## config.mk

```make
export PLATFORM = sky130hd
export DESIGN_NAME = nibble_serial_subtractor
export DESIGN_NICKNAME = d
export VERILOG_FILES = /design/src/rtl/nss_pkg.sv /design/src/rtl/cla4_slice.sv /design/src/rtl/nibble_serial_subtractor.sv
export SDC_FILE = /design/constraint.sdc
export NUM_CORES = 1
export LEC_CHECK = 0
export CAP_MARGIN = 20
export CELL_PAD_IN_SITES_DETAIL_PLACEMENT = 1
export CELL_PAD_IN_SITES_GLOBAL_PLACEMENT = 2
export CORE_ASPECT_RATIO = 1.2
export CORE_MARGIN = 5
export CORE_UTILIZATION = 28
export DETAILED_ROUTE_END_ITERATION = 7
export GPL_TIMING_DRIVEN = 0
export PLACE_DENSITY_LB_ADDON = 0.1
export SETUP_SLACK_MARGIN = 0.3
export SLEW_MARGIN = 25
export SYNTH_ARGS = -nofsm -noshare
export SYNTH_HDL_FRONTEND = slang
export SYNTH_SLANG_ARGS = --single-unit
export TNS_END_PERCENT = 100
```

## constraint.sdc

```tcl
create_clock -name clk -period 3.1 [get_ports clk]
set_input_delay 0.62 -clock clk [delete_from_list [all_inputs] [get_ports clk]]
set_output_delay 0.62 -clock clk [all_outputs]
set_load 0.05 [all_outputs]
```

## src/rtl/nss_pkg.sv

```systemverilog
// rtl/nss_pkg.sv - shared constants and FSM encoding for the nibble serial subtractor
package nss_pkg;

    localparam int NIBBLE_W = 4;

    typedef enum logic [1:0] {
        S_IDLE = 2'd0,
        S_RUN  = 2'd1,
        S_DONE = 2'd2
    } nss_state_t;

endpackage

```

## src/rtl/cla4_slice.sv

```systemverilog
// rtl/cla4_slice.sv - 4-bit carry-look-ahead adder slice
//
// Ports:
//   x, y : 4-bit addends
//   ci   : carry in
//   s    : 4-bit sum
//   co   : carry out
module cla4_slice
    import nss_pkg::*;
(
    input  logic [NIBBLE_W-1:0] x,
    input  logic [NIBBLE_W-1:0] y,
    input  logic                ci,
    output logic [NIBBLE_W-1:0] s,
    output logic                co
);

    logic [3:0] g;
    logic [3:0] p;
    logic [4:0] c;

    assign g = x & y;
    assign p = x ^ y;

    // Every carry is expanded directly from g/p/ci so no ripple path exists.
    assign c[0] = ci;
    assign c[1] = g[0] | (p[0] & ci);
    assign c[2] = g[1] | (p[1] & g[0]) | (p[1] & p[0] & ci);
    assign c[3] = g[2] | (p[2] & g[1]) | (p[2] & p[1] & g[0])
                | (p[2] & p[1] & p[0] & ci);
    assign c[4] = g[3] | (p[3] & g[2]) | (p[3] & p[2] & g[1])
                | (p[3] & p[2] & p[1] & g[0])
                | (p[3] & p[2] & p[1] & p[0] & ci);

    assign s  = p ^ c[3:0];
    assign co = c[4];

endmodule

```

## src/rtl/nibble_serial_subtractor.sv

```systemverilog
// rtl/nibble_serial_subtractor.sv - multi-cycle subtractor, one CLA nibble per clock
//
// Computes diff = a - b - bin as a + ~b + ~bin, LSB nibble first.
// Optional macro NSS_ADD_MODE_EN adds a mode port: mode=1 computes a + b + bin.
//
// Ports:
//   clk   : rising-edge clock
//   rst   : synchronous active-high reset
//   start : request, honoured only in IDLE or DONE
//   a, b  : operands, captured on the accepted start
//   bin   : borrow in (carry in when adding), captured on the accepted start
//   mode  : (NSS_ADD_MODE_EN only) 1 = add, 0 = subtract
//   busy  : high while slices are being computed
//   done  : one-cycle pulse, result valid
//   diff  : result, held until the next completed operation
//   bout  : borrow out (raw carry out when adding)
//   ovf   : signed overflow
//   zero  : diff == 0
module nibble_serial_subtractor
    import nss_pkg::*;
#(
    parameter int WIDTH = 16
) (
    input  logic             clk,
    input  logic             rst,
    input  logic             start,
    input  logic [WIDTH-1:0] a,
    input  logic [WIDTH-1:0] b,
    input  logic             bin,
`ifdef NSS_ADD_MODE_EN
    input  logic             mode,
`endif
    output logic             busy,
    output logic             done,
    output logic [WIDTH-1:0] diff,
    output logic             bout,
    output logic             ovf,
    output logic             zero
);

    localparam int NIB = WIDTH / NIBBLE_W;
    localparam int IW  = (NIB > 1) ? $clog2(NIB) : 1;
    localparam logic [IW-1:0] LAST_IDX = IW'(NIB - 1);

    nss_state_t state, state_next;

    logic [WIDTH-1:0] a_r;
    logic [WIDTH-1:0] b_r;
    logic [WIDTH-1:0] acc;
    logic [WIDTH-1:0] acc_next;
    logic             carry_r;
    logic             mode_r;
    logic [IW-1:0]    idx;

    logic             add_in;
    logic [NIBBLE_W-1:0] x_nib;
    logic [NIBBLE_W-1:0] y_nib;
    logic [NIBBLE_W-1:0] s_nib;
    logic             co;
    logic             accept;
    logic             last;

`ifdef NSS_ADD_MODE_EN
    assign add_in = mode;
`else
    assign add_in = 1'b0;
`endif

    // b is stored raw; inversion happens at the slice input so the sign of
    // the original subtrahend stays available for the overflow rule.
    assign x_nib = a_r[NIBBLE_W*idx +: NIBBLE_W];
    assign y_nib = mode_r ? b_r[NIBBLE_W*idx +: NIBBLE_W]
                          : ~b_r[NIBBLE_W*idx +: NIBBLE_W];

    cla4_slice u_slice (
        .x  (x_nib),
        .y  (y_nib),
        .ci (carry_r),
        .s  (s_nib),
        .co (co)
    );

    always_comb begin
        acc_next = acc;
        acc_next[NIBBLE_W*idx +: NIBBLE_W] = s_nib;
    end

    assign accept = start && ((state == S_IDLE) || (state == S_DONE));
    assign last   = (idx == LAST_IDX);

    always_comb begin
        state_next = state;
        busy       = 1'b0;
        done       = 1'b0;
        case (state)
            S_IDLE: begin
                if (start) state_next = S_RUN;
            end
            S_RUN: begin
                busy = 1'b1;
                if (last) state_next = S_DONE;
            end
            S_DONE: begin
                done       = 1'b1;
                state_next = start ? S_RUN : S_IDLE;
            end
            default: state_next = S_IDLE;
        endcase
    end

    always_ff @(posedge clk) begin
        if (rst) begin
            state   <= S_IDLE;
            a_r     <= '0;
            b_r     <= '0;
            acc     <= '0;
            carry_r <= 1'b0;
            mode_r  <= 1'b0;
            idx     <= '0;
            diff    <= '0;
            bout    <= 1'b0;
            ovf     <= 1'b0;
            zero    <= 1'b0;
        end else begin
            state <= state_next;
            if (accept) begin
                a_r     <= a;
                b_r     <= b;
                mode_r  <= add_in;
                carry_r <= add_in ? bin : ~bin;
                acc     <= '0;
                idx     <= '0;
            end else if (state == S_RUN) begin
                acc     <= acc_next;
                carry_r <= co;
                idx     <= idx + 1'b1;
                // Published outputs only change here, on entry to DONE.
                if (last) begin
                    diff <= acc_next;
                    bout <= mode_r ? co : ~co;
                    zero <= (acc_next == '0);
                    if (mode_r)
                        ovf <= (a_r[WIDTH-1] == b_r[WIDTH-1]) &&
                               (acc_next[WIDTH-1] != a_r[WIDTH-1]);
                    else
                        ovf <= (a_r[WIDTH-1] != b_r[WIDTH-1]) &&
                               (acc_next[WIDTH-1] != a_r[WIDTH-1]);
                end
            end
        end
    end

endmodule

```

==> summary.md <==
| Metric | Value |
|---|---|
| Status | `complete, no violations` |
| Drt first pass iters | `4` |
| Clock Sinks | `72` |
| Synth Area in Compound Gates | `19.3%` |
| Worst relative slew slack | `60.5%` |
| Share of cells above drive strength 1 | `10.6%` |
| Hold_ws | `around 0.45 ns` |
| Internal Power | `1.91 mW` |
| Post-Route Utilization | `39.2%` |
| Combinational power share | `16.2%` |
| Main combinational cell family by area after synthesis | `simple AND/OR/NAND/NOR gates` |
| Vias/cell | `4.82` |
| Worst setup EP type | `flip-flop` |
| Synthesized instance count | `377` |
| CTS clk-pin slew, worst paths | `~0.060 ns` |
| DP HPWL | `7.54 mm` |
| Sw Share | `26.0%` |
| Max-cap violations | `0` |
| P_sw | `0.670 mW` |
| Commonest non-fill, non-tap cell in the layout | `nand2_1` |
| Worst Path Arrival | `approximately 3 ns` |
| Mean Syn Cell Area | `just under 9 um2` |
| Crit start category | `flip-flop` |
| Post-Synth XOR/XNOR Area | `1.07%` |
| Core Region | `11500 um2` |
| Pin count of the biggest net entering global routing | `13` |
| Post-synth cell types | `46` |
| Sequential share of power | `38.2%` |
| Antenna violations before repair | `0` |
| Io pins | `57` |
| Tmin final | `2.77 ns` |
| Starting Density | `28.4%` |
| Post-synth EDFFs | `0` |
| Footprint of the multi-input gates | `around 1700 um2` |
| Worst Hold Depth | `2` |
| Tightest Pin Transition | `0.593 ns` |
| WP data required | `3.35 ns` |
| Most used DFF post-synth | `dfxtp_1` |
| PD cells | `575 nW/um2` |
| Syn Nets | `between 400 and 500` |
| Antenna Nets Post-Route | `0` |
| CP Class | `reg2reg` |
| Clk_skew | `0.00697 ns` |
| Clk_lat worst skew | `roughly 0.34 ns` |
| Starting DRT DRC Count | `66` |
| Global-route wire length before repair | `about 17 mm` |
| Die H | `128 um` |
| Most frequent cells in the layout | `nand2_1, dfxtp_1, clkdlybuf4s50_1` |
| Area delta synth->final | `37.7%` |
| Post-route DRC violation count | `0` |
| Routability cong. | `0.777` |
| Total GRT Usage | `~16%` |
| Die width | `108 um` |
| Hold Crit Class | `reg2reg` |
| Final setup fails | `0` |
| Setup TNS | `0 ns` |
| CTS tree | `built` |
| Final wirelength | `10.3 mm` |
| R2R cell count | `10` |
| Post-Synth Simple-Gate Area | `19.7%` |
| Final hold viol count | `0` |
| Critical R2R Capture | `ovf$_SDFFE_PP0P_` |
| Fin crit share | `89.5%` |
| Synth warnings | `0` |
| Fillers | `approximately 1300` |
| Root buf cell | `clkbuf_16` |
| Die area | `13900 um2` |
| Multiplexer share of the synthesized area | `5.83%` |
| Num CTS Buffers | `9` |
| ANT cells | `0` |
| Sequential Area | `1450 um2` |
| #FFs+latches synth | `72` |
| Post-synth ARST share | `0%` |
| CTS Hold Buffers Added | `0` |
| CP Max Fanout | `8` |
| Synth Area in Adders | `4.84%` |
| Maximum root-to-sink buffer count | `2` |
| # rows | `43` |
| Hold path start | `a_r[2]$_SDFFE_PP0P_` |
| Leakage | `1.57 nW` |
| Pins Over Slew Limit | `0` |
| Clock share of power | `45.7%` |
| RR Startpoint | `idx[0]$_SDFFE_PP0P_` |
| Via Count | `just under 3000` |
| Number of global-route vias before repair | `3206` |
| Max Fclk | `roughly 360 MHz` |
| R2r setup slk | `between 0.3 and 0.4 ns` |
| VDD IR-drop max | `0.203 mV` |
| Sequential-to-total area share from yosys stat | `between 40% and 50%` |
| Fin nets | `slightly below 500` |
| H-tree depth | `3` |
| IO Port Bufs | `55` |
| Post-Syn Area | `3260 um2` |
| Wire per inst | `16.8 um` |
| Hold EP | `a_r[2]$_SDFFE_PP0P_` |
| GR Overflow Total | `0` |
| RSZ-0062 raised after global routing | `true` |
==> cells in the mapped netlist (2+ instances only) <==
cell type   n  area (um2)
a221oi_1    6        52.6
a32oi_1     7        61.3
clkbuf_1   19        71.3
nand3b_1    4        30.0
o21ai_0     2        10.0
nor2b_1     5        31.3
buf_2       3        15.0
xnor2_1     3        26.3
nand2_1    73         274
a211oi_1   18         135
buf_1       4        15.0
mux4_2      8         180
dfxtp_1    72        1440
inv_1      14        52.6
o31ai_1     2        15.0
nor3_1      9        45.0
nor2_1     37         139
ha_1       11         138
nand2b_1    4        25.0
a22oi_1     8        60.1
a21oi_1    43         215
==> layout make-up <==
cell class,instances,area share [%]
buffer,27,2.96
tap,157,4.38
sequential,72,32.2
inverter,14,1.17
clock inverter,4,1.65
timing repair buffer,60,13.1
multi-input combinational,264,38.6
clock buffer,12,5.94
==> logic make-up (layout without fill, tap and decap cells) <==
kind of cell	count (synthesis)	count (layout)
adders and majority gates	12	12
xor gates and xnor gates	4	4
AOI/OAI and AO/OA	96	96
and+or+nand+nor	143	143
muxes	9	9
buffers and inverters	41	117
DFF	72	72
==> power groups by stage <==
stage | clock [mW] | sequential (mW) | combinational, mW
3_5_place_dp | 0 | 1.01 | 0.381
6_report | 1.18 | 0.986 | 0.417
3_3_place_gp | 0 | 1.01 | 0.376
2_1_floorplan | 0 | 0.999 | 0.239
5_1_grt | 1.24 | 0.990 | 0.458
4_1_cts | 1.20 | 0.986 | 0.412
==> worst max-delay path by stage <==
stage | start | to
2_1_floorplan | idx[0]$_SDFFE_PP0P_ | ovf$_SDFFE_PP0P_
4_1_cts | state[0]$_SDFFE_PP0P_ | busy
6_report | idx[0]$_SDFFE_PP0P_ | ovf$_SDFFE_PP0P_
5_1_grt | idx[0]$_SDFFE_PP0P_ | ovf$_SDFFE_PP0P_
3_5_place_dp | idx[1]$_SDFFE_PP0P_ | diff[7]$_SDFFE_PP0P_
3_3_place_gp | idx[1]$_SDFFE_PP0P_ | diff[7]$_SDFFE_PP0P_
==> registers in the layout, indices dropped and copies added (netlist names) <==
| signal | flops |
|---|---|
| ovf | 1 |
| acc | 16 |
| idx | 2 |
| a_r | 16 |
| carry_r | 1 |
| b_r | 16 |
| diff | 16 |
| state | 2 |
| bout | 1 |
| zero | 1 |
==> routing by layer <==
metal	up-vias	share of wire, %	GRT usage, %
met5	-	0	0
met4	0	3.3	8.32
met3	20	2.6	2.62
met2	53	53	28.4
met1	1398	41	17.7
li1	1468	-	-
==> worst max-delay path: stages, from the launching register on <==
cell and delay [ns]:
dfxtp_4 0.36, buf_6 0.10, buf_12 0.13, mux4_2 0.56, inv_2 0.10, ha_4 0.20, a41oi_2 0.17, o21ai_2 0.11
mux2i_2 0.17, or4b_1 0.52, a311oi_1 0.25
==> through the flow <==
step	instances	total power, mW	setup WS [ns]	area [um2]
floorplan	377	1.24	0.307	3280
global placement	589	1.38	-0.0720	4020
global route	610	2.69	0.191	4490
finish	610	2.58	0.326	4490
CTS	608	2.60	0.305	4450
detailed placement	589	1.39	-0.0898	4020
==> timing repair <==
item	in CTS	in global routing
pin swaps	2	4
setup buffers	3	2
resized for setup	14	4
setup endpoints to repair	27	14
Note: power is estimated with default switching activity, not from simulation.
